## src/rtl/calculator_pkg.sv

```systemverilog
// Shared calculator types and widths: adder width, memory word width, and the
// result_buffer state and queue-entry types.
package calculator_pkg;

  localparam int DATA_W        = 32;
  localparam int MEM_WORD_SIZE = 64;

  typedef enum logic {
    RB_LOWER = 1'b0,
    RB_UPPER = 1'b1
  } rb_state_t;

  typedef struct packed {
    logic                     ovf;
    logic [MEM_WORD_SIZE-1:0] word;
  } result_entry_t;

endpackage

```

## src/rtl/result_fifo.sv

```systemverilog
// Completed-word queue for result_buffer. The caller only asserts push_i when
// there is room (or a pop is accepted in the same cycle); pops while empty are ignored.
module result_fifo
  import calculator_pkg::*;
#(
  parameter int DEPTH = 4,
  localparam int CW   = $clog2(DEPTH + 1),
  localparam int AW   = $clog2(DEPTH)
) (
  input  logic          clk_i,
  input  logic          rst_i,
  input  logic          clear_i,
  input  logic          push_i,
  input  result_entry_t push_data_i,
  input  logic          pop_i,
  output result_entry_t head_o,
  output logic [CW-1:0] count_o,
  output logic          full_o,
  output logic          empty_o
);

  result_entry_t r_mem [DEPTH];
  logic [AW-1:0] r_wr_ptr;
  logic [AW-1:0] r_rd_ptr;
  logic [CW-1:0] r_count;
  logic          w_pop;

  assign empty_o = (r_count == '0);
  assign full_o  = (r_count == CW'(DEPTH));
  assign w_pop   = pop_i & ~empty_o;
  assign count_o = r_count;
  // Head is forced to zero when empty so stale entries never leak out.
  assign head_o  = empty_o ? '0 : r_mem[r_rd_ptr];

  always_ff @(posedge clk_i) begin
    if (push_i) r_mem[r_wr_ptr] <= push_data_i;
  end

  always_ff @(posedge clk_i or posedge rst_i) begin
    if (rst_i) begin
      r_wr_ptr <= '0;
      r_rd_ptr <= '0;
      r_count  <= '0;
    end else if (clear_i) begin
      r_wr_ptr <= '0;
      r_rd_ptr <= '0;
      r_count  <= '0;
    end else begin
      if (push_i) r_wr_ptr <= r_wr_ptr + AW'(1);
      if (w_pop)  r_rd_ptr <= r_rd_ptr + AW'(1);
      case ({push_i, w_pop})
        2'b10:   r_count <= r_count + CW'(1);
        2'b01:   r_count <= r_count - CW'(1);
        default: r_count <= r_count;
      endcase
    end
  end

endmodule

```

## src/rtl/result_buffer.sv

```systemverilog
// Pairs lower/upper adder results into one memory word and queues them for write-back.
// Optional CALC_CARRY_CHAIN_EN chains the lower-half carry into the upper-half add.
module result_buffer
  import calculator_pkg::*;
#(
  parameter int FIFO_DEPTH = 4
) (
  input  logic                             clk_i,
  input  logic                             rst_i,
  input  logic                             clear_i,
  input  logic                             load_i,
  input  logic                             loc_sel_i,
  input  logic [DATA_W-1:0]                sum_i,
  input  logic                             carry_out_i,
  output logic                             carry_in_o,
  output logic [MEM_WORD_SIZE-1:0]         buff_result_o,
  output logic                             buff_valid_o,
  input  logic                             buff_pop_i,
  output logic                             overflow_o,
  output logic                             full_o,
  output logic [$clog2(FIFO_DEPTH+1)-1:0]  count_o,
  output logic                             drop_o,
  output logic                             seq_err_o,
  output logic                             dbg_state_o
);

  // Handshake: a word is consumed on any rising edge where buff_valid_o and
  // buff_pop_i are both high; buff_result_o is only meaningful while buff_valid_o.

  rb_state_t           r_state;
  logic [DATA_W-1:0]   r_lower;
  logic                r_drop;
  logic                r_seq_err;

  logic                w_push_req;
  logic                w_push;
  logic                w_drop;
  logic                w_pop_acc;
  logic                w_seq_err_set;
  logic                w_full;
  logic                w_empty;
  result_entry_t       w_push_data;
  result_entry_t       w_head;

  always_comb begin
    w_push_req    = 1'b0;
    w_seq_err_set = 1'b0;
    w_push_data   = '0;
    if (load_i) begin
      case (r_state)
        RB_LOWER: if (loc_sel_i) begin
          // Upper half with no lower half held: emit it with a zero lower half.
          w_push_req       = 1'b1;
          w_seq_err_set    = 1'b1;
          w_push_data.ovf  = carry_out_i;
          w_push_data.word = {sum_i, {DATA_W{1'b0}}};
        end
        RB_UPPER: if (loc_sel_i) begin
          w_push_req       = 1'b1;
          w_push_data.ovf  = carry_out_i;
          w_push_data.word = {sum_i, r_lower};
        end else begin
          w_seq_err_set    = 1'b1;
        end
        default: ;
      endcase
    end
  end

  assign w_pop_acc = buff_pop_i & ~w_empty;
  assign w_push    = w_push_req & (~w_full | w_pop_acc) & ~clear_i;
  assign w_drop    = w_push_req & w_full & ~w_pop_acc;

  result_fifo #(.DEPTH(FIFO_DEPTH)) u_fifo (
    .clk_i       (clk_i),
    .rst_i       (rst_i),
    .clear_i     (clear_i),
    .push_i      (w_push),
    .push_data_i (w_push_data),
    .pop_i       (buff_pop_i),
    .head_o      (w_head),
    .count_o     (count_o),
    .full_o      (w_full),
    .empty_o     (w_empty)
  );

  always_ff @(posedge clk_i or posedge rst_i) begin
    if (rst_i) begin
      r_state   <= RB_LOWER;
      r_lower   <= '0;
      r_drop    <= 1'b0;
      r_seq_err <= 1'b0;
    end else if (clear_i) begin
      r_state   <= RB_LOWER;
      r_lower   <= '0;
      r_drop    <= 1'b0;
      r_seq_err <= 1'b0;
    end else begin
      r_drop <= w_drop;
      if (w_seq_err_set) r_seq_err <= 1'b1;
      if (load_i) begin
        case (r_state)
          RB_LOWER: if (!loc_sel_i) begin
            r_lower <= sum_i;
            r_state <= RB_UPPER;
          end
          RB_UPPER: if (loc_sel_i) r_state <= RB_LOWER;
                    else           r_lower <= sum_i;
          default:  r_state <= RB_LOWER;
        endcase
      end
    end
  end

`ifdef CALC_CARRY_CHAIN_EN
  logic r_carry;

  always_ff @(posedge clk_i or posedge rst_i) begin
    if (rst_i) begin
      r_carry <= 1'b0;
    end else if (clear_i) begin
      r_carry <= 1'b0;
    end else if (load_i) begin
      if (!loc_sel_i)                  r_carry <= carry_out_i;
      else if (r_state == RB_UPPER)    r_carry <= 1'b0;
    end
  end

  assign carry_in_o = (r_state == RB_UPPER) & r_carry;
`else
  assign carry_in_o = 1'b0;
`endif

  assign buff_result_o = w_head.word;
  assign overflow_o    = w_head.ovf;
  assign buff_valid_o  = ~w_empty;
  assign full_o        = w_full;
  assign drop_o        = r_drop;
  assign seq_err_o     = r_seq_err;
  assign dbg_state_o   = r_state;

endmodule

```

## config.mk

```make
export PLATFORM = sky130hd
export DESIGN_NAME = result_buffer
export DESIGN_NICKNAME = d
export VERILOG_FILES = /design/src/rtl/calculator_pkg.sv /design/src/rtl/result_fifo.sv /design/src/rtl/result_buffer.sv
export SDC_FILE = /design/constraint.sdc
export NUM_CORES = 1
export LEC_CHECK = 0
export BUFFER_PORTS_ARGS = -buffer_cell sky130_fd_sc_hd__clkbuf_2
export CAP_MARGIN = 25
export CORE_ASPECT_RATIO = 0.9
export CORE_MARGIN = 3
export CORE_UTILIZATION = 63
export DETAILED_ROUTE_END_ITERATION = 12
export GPL_TIMING_DRIVEN = 1
export PLACE_DENSITY = 0.83
export SYNTH_ARGS = -nofsm -noshare
export SYNTH_HDL_FRONTEND = slang
export SYNTH_HIERARCHICAL = 1
export SYNTH_SLANG_ARGS = --single-unit
```

## constraint.sdc

```tcl
create_clock -name clk_i -period 7.5 [get_ports clk_i]
set_clock_uncertainty 0.05 [all_clocks]
set_input_delay 0.375 -clock clk_i [delete_from_list [all_inputs] [get_ports clk_i]]
set_output_delay 0.375 -clock clk_i [all_outputs]
set_load 0.05 [all_outputs]
```

==> impl_metrics.toml <==
[clock_tree]
cts.repair.resized = 0
cts_buffers = 28
cts_tree = "done"
cts-root-to-sink-buffers = 3
clkSinkCount = 302
cts.repair_timing.setup_buffer_count = 0
clock_tree.htree_level_count = 1
clk_root_buffer_cell = "clkbuf_16"
worstSkewPairLatency_ns = 0.53
cts_hold_repair.buffers = 1
cts.reportedPaths.clkPinSlew_ns = 0.07

[drt]
drt_pre_antenna_iters = 7
route.final.wire_length_um = 25100
routed-via-count = 6714
drt_iter0_markers = 603
drtAntennaViolNets = 0
detail_route.wl_per_cell_um = 23.3
drc = 0
viasPerCell = 6.25

[global_route]
grt_pass1_vias = 7091
gr-usage-all-layers = 0.237
grt_pass1_wl_um = 39600
grt_start_max_net_pins = 72
global_route.overflow_total = 0
grt_antenna_before_repair = 1

[yosys]
netlist_instances = 701
synth-compound-area-share = 0.0283
synth_xor_area_frac = 0.00354
yosys.area.top_type_share = 0.632
synth.cell_area_um2 = 12400
synthTopCellsByArea = "edfxtp_1, mux4_2, dfrtp_1"
synthesis.area_per_instance_um2 = 17.6
yosys.cell_types.count = 37
synthAdderAreaFrac = 0.00567
synth_nets = 745
synth_top_cell_by_area = "edfxtp_1"
ys_seq_elements = 302
post_synth_mux_area_share = 0.119
post_synthesis_sequential_area_ratio = 0.717
synth_top_family_by_area = "multiplexers"
yosysWarnings = 6
post_synth_and_or_nand_nor_area_fraction = 0.0996

[die]
die_w_um = 154
die_height_um = 139
io_pins = 113
floorplan.initialDensity = 0.657
floorplan.core_area_um2 = 18800
die_area_um2 = 21300
floorplan.rows = 47

[timing]
fin_tns_setup_ns = 0
tightestPinTransition_ns = 1.08
whs_ns = 0.0326
report.final.setup_viol = 0
finalCriticalPeriod_ns = 3.28
report.final.hold_viol_count = 0
period_share = 0.437
timing_max_transition_violations_final = 0
grt_setup_unrepaired = "false"
timing.slew.headroom = 0.282
achievable-frequency_mhz = 305

[layout]
syn_to_final_growth_pct = 13.7
post-route-util = 0.747
layout.nets = 851
layout-drive-gt1-share = 0.329
n_fill_cell = 1050

[critical_path]
cp_max_fo = 71
worst_ep_arrival_time_ns = 3.61
timing.setup.critical_path_class = "reg -> reg"
critPathCaptureType = "register"
kind_of_launch_point_of_the_worst_setup_path = "register"
crit_required_ns = 7.83

[placed_design]
place.port_buffers = 111
gp_congestion = 0.831
hpwlAfterDp_um = 14400

[power]
power_per_cell_area_nw_per_um2 = 285
worst_ir_drop_vdd_mv = 0.288
p_leak_nw = 5.33

[job]
drv_cap = 0

[worst_hold_path]
min_path_type = "in -> reg"

[outcome]
outcome = "complete, no violations"
## cells in the final DEF (no fill, tap or decap), drive strengths merged, types with 2 or more instances in the layout
cell type | synthesis | routed
nor2b | 61 | 61
and2 | 5 | 5
inv | 7 | 8
xnor2 | 2 | 2
xor2 | 3 | 3
nor2 | 9 | 9
nand3 | 2 | 2
nor3 | 4 | 4
a221oi | 2 | 2
mux4 | 65 | 65
and3 | 66 | 66
a21oi | 34 | 34
edfxtp | 260 | 260
ha | 4 | 4
dfrtp | 42 | 42
nand2 | 65 | 65
o21ai | 2 | 2
and2b | 6 | 6
clkbuf | 19 | 154
buf | 31 | 14
clkinv | 0 | 6
## metrics by stage
stage | instance area [um2] | power [mW] | worst slack, ns | cells
2_1_floorplan | 12400 | 2.44 | 3.28 | 701
3_3_place_gp | 13000 | 2.57 | 4.35 | 1020
3_5_place_dp | 13000 | 2.58 | 4.25 | 1020
4_1_cts | 14000 | 4.03 | 3.84 | 1073
5_1_grt | 14000 | 4.14 | 4.02 | 1074
6_report | 14100 | 4.01 | 4.22 | 1075
## metal layers
layer,up-vias,track usage,part of all wire
li1,2887,-,-
met1,3440,0.332,0.39
met2,323,0.391,0.51
met3,62,0.0424,0.077
met4,2,0.0674,0.028
met5,-,0,0.00036
## kinds of logic after synthesis
kind of cell	count (synthesis)
DFF	302
and+or+nand+nor	222
muxes	66
buffers and inverters	57
AOI/OAI and AO/OA	43
adders and majority gates	5
xor gates and xnor gates	5
other	1
## power breakdown
group          total, mW  switching, mW  internal, mW  leakage, nW
sequential          1.87         0.0262          1.84         3.14
clock               1.46          0.588         0.873        0.484
combinational      0.674          0.470         0.204         1.71
total               4.01           1.08          2.92         5.33
## Yosys cell counts
library cell and n:
a21oi_1 4, a21oi_2 30, a221oi_1 2, a22o_1 1, a31oi_1 1, and2_1 4
and2_4 1, and2b_1 6, and3_1 66, buf_2 12, buf_4 11, buf_6 8
clkbuf_1 19, conb_1 1, dfrtp_1 42, edfxtp_1 260, fa_1 1, ha_1 4
inv_1 7, mux2i_1 1, mux4_2 65, nand2_1 65, nand2b_4 1, nand3_1 2
nor2_1 9, nor2b_1 61, nor3_1 3, nor3_4 1, nor3b_1 1, o21ai_0 2
o311ai_0 1, o31a_1 1, o31ai_1 1, or3_1 1, or4bb_1 1, xnor2_1 2
xor2_1 3
## cell type report
cell class,instances,area (um2),area share
well taps,245,307,0.0218
multi-input cells,342,3180,0.226
inverters,7,26.3,0.00187
diodes,1,2.50,0.000178
clock inverters,9,70.1,0.00499
clock buffers,43,913,0.0650
repair buffers,126,691,0.0492
flip-flops and latches,302,8860,0.631
## path summary, 6_finish.rpt
check                                  startpoint            endpoint  slack, ns  cells after the start
min in group asynchronous                   rst_i  u_fifo/r_wr_ptr[0]       0.29                      3
worst max-delay path            u_fifo/count_o[1]   u_fifo/count_o[1]       4.22                      9
max in group asynchronous                   rst_i         r_lower[25]       6.60                      4
worst max register to register  u_fifo/count_o[1]   u_fifo/count_o[1]       4.22                      9
worst min register to register          seq_err_o           seq_err_o       0.46                      2
worst min-delay path                    sum_i[30]         r_lower[30]       0.03                      3
## critical path, stage by stage (launching register included)
cell	delay (ns)
dfrtp_1	0.49
nor3_4	0.21
buf_4	0.62
o21ai_0	0.22
nor3b_1	0.18
buf_4	0.22
nor2_1	0.14
fa_1	0.47
a221oi_1	0.37
a31oi_1	0.14
## registers in the layout, indices dropped and copies added (netlist names)
signal,cells
drop_o,1
u_fifo/r_rd_ptr,2
dbg_state_o,1
u_fifo/r_mem,260
u_fifo/count_o,3
r_lower,32
u_fifo/r_wr_ptr,2
seq_err_o,1
No activity file was read; power rests on OpenSTA's default activity.
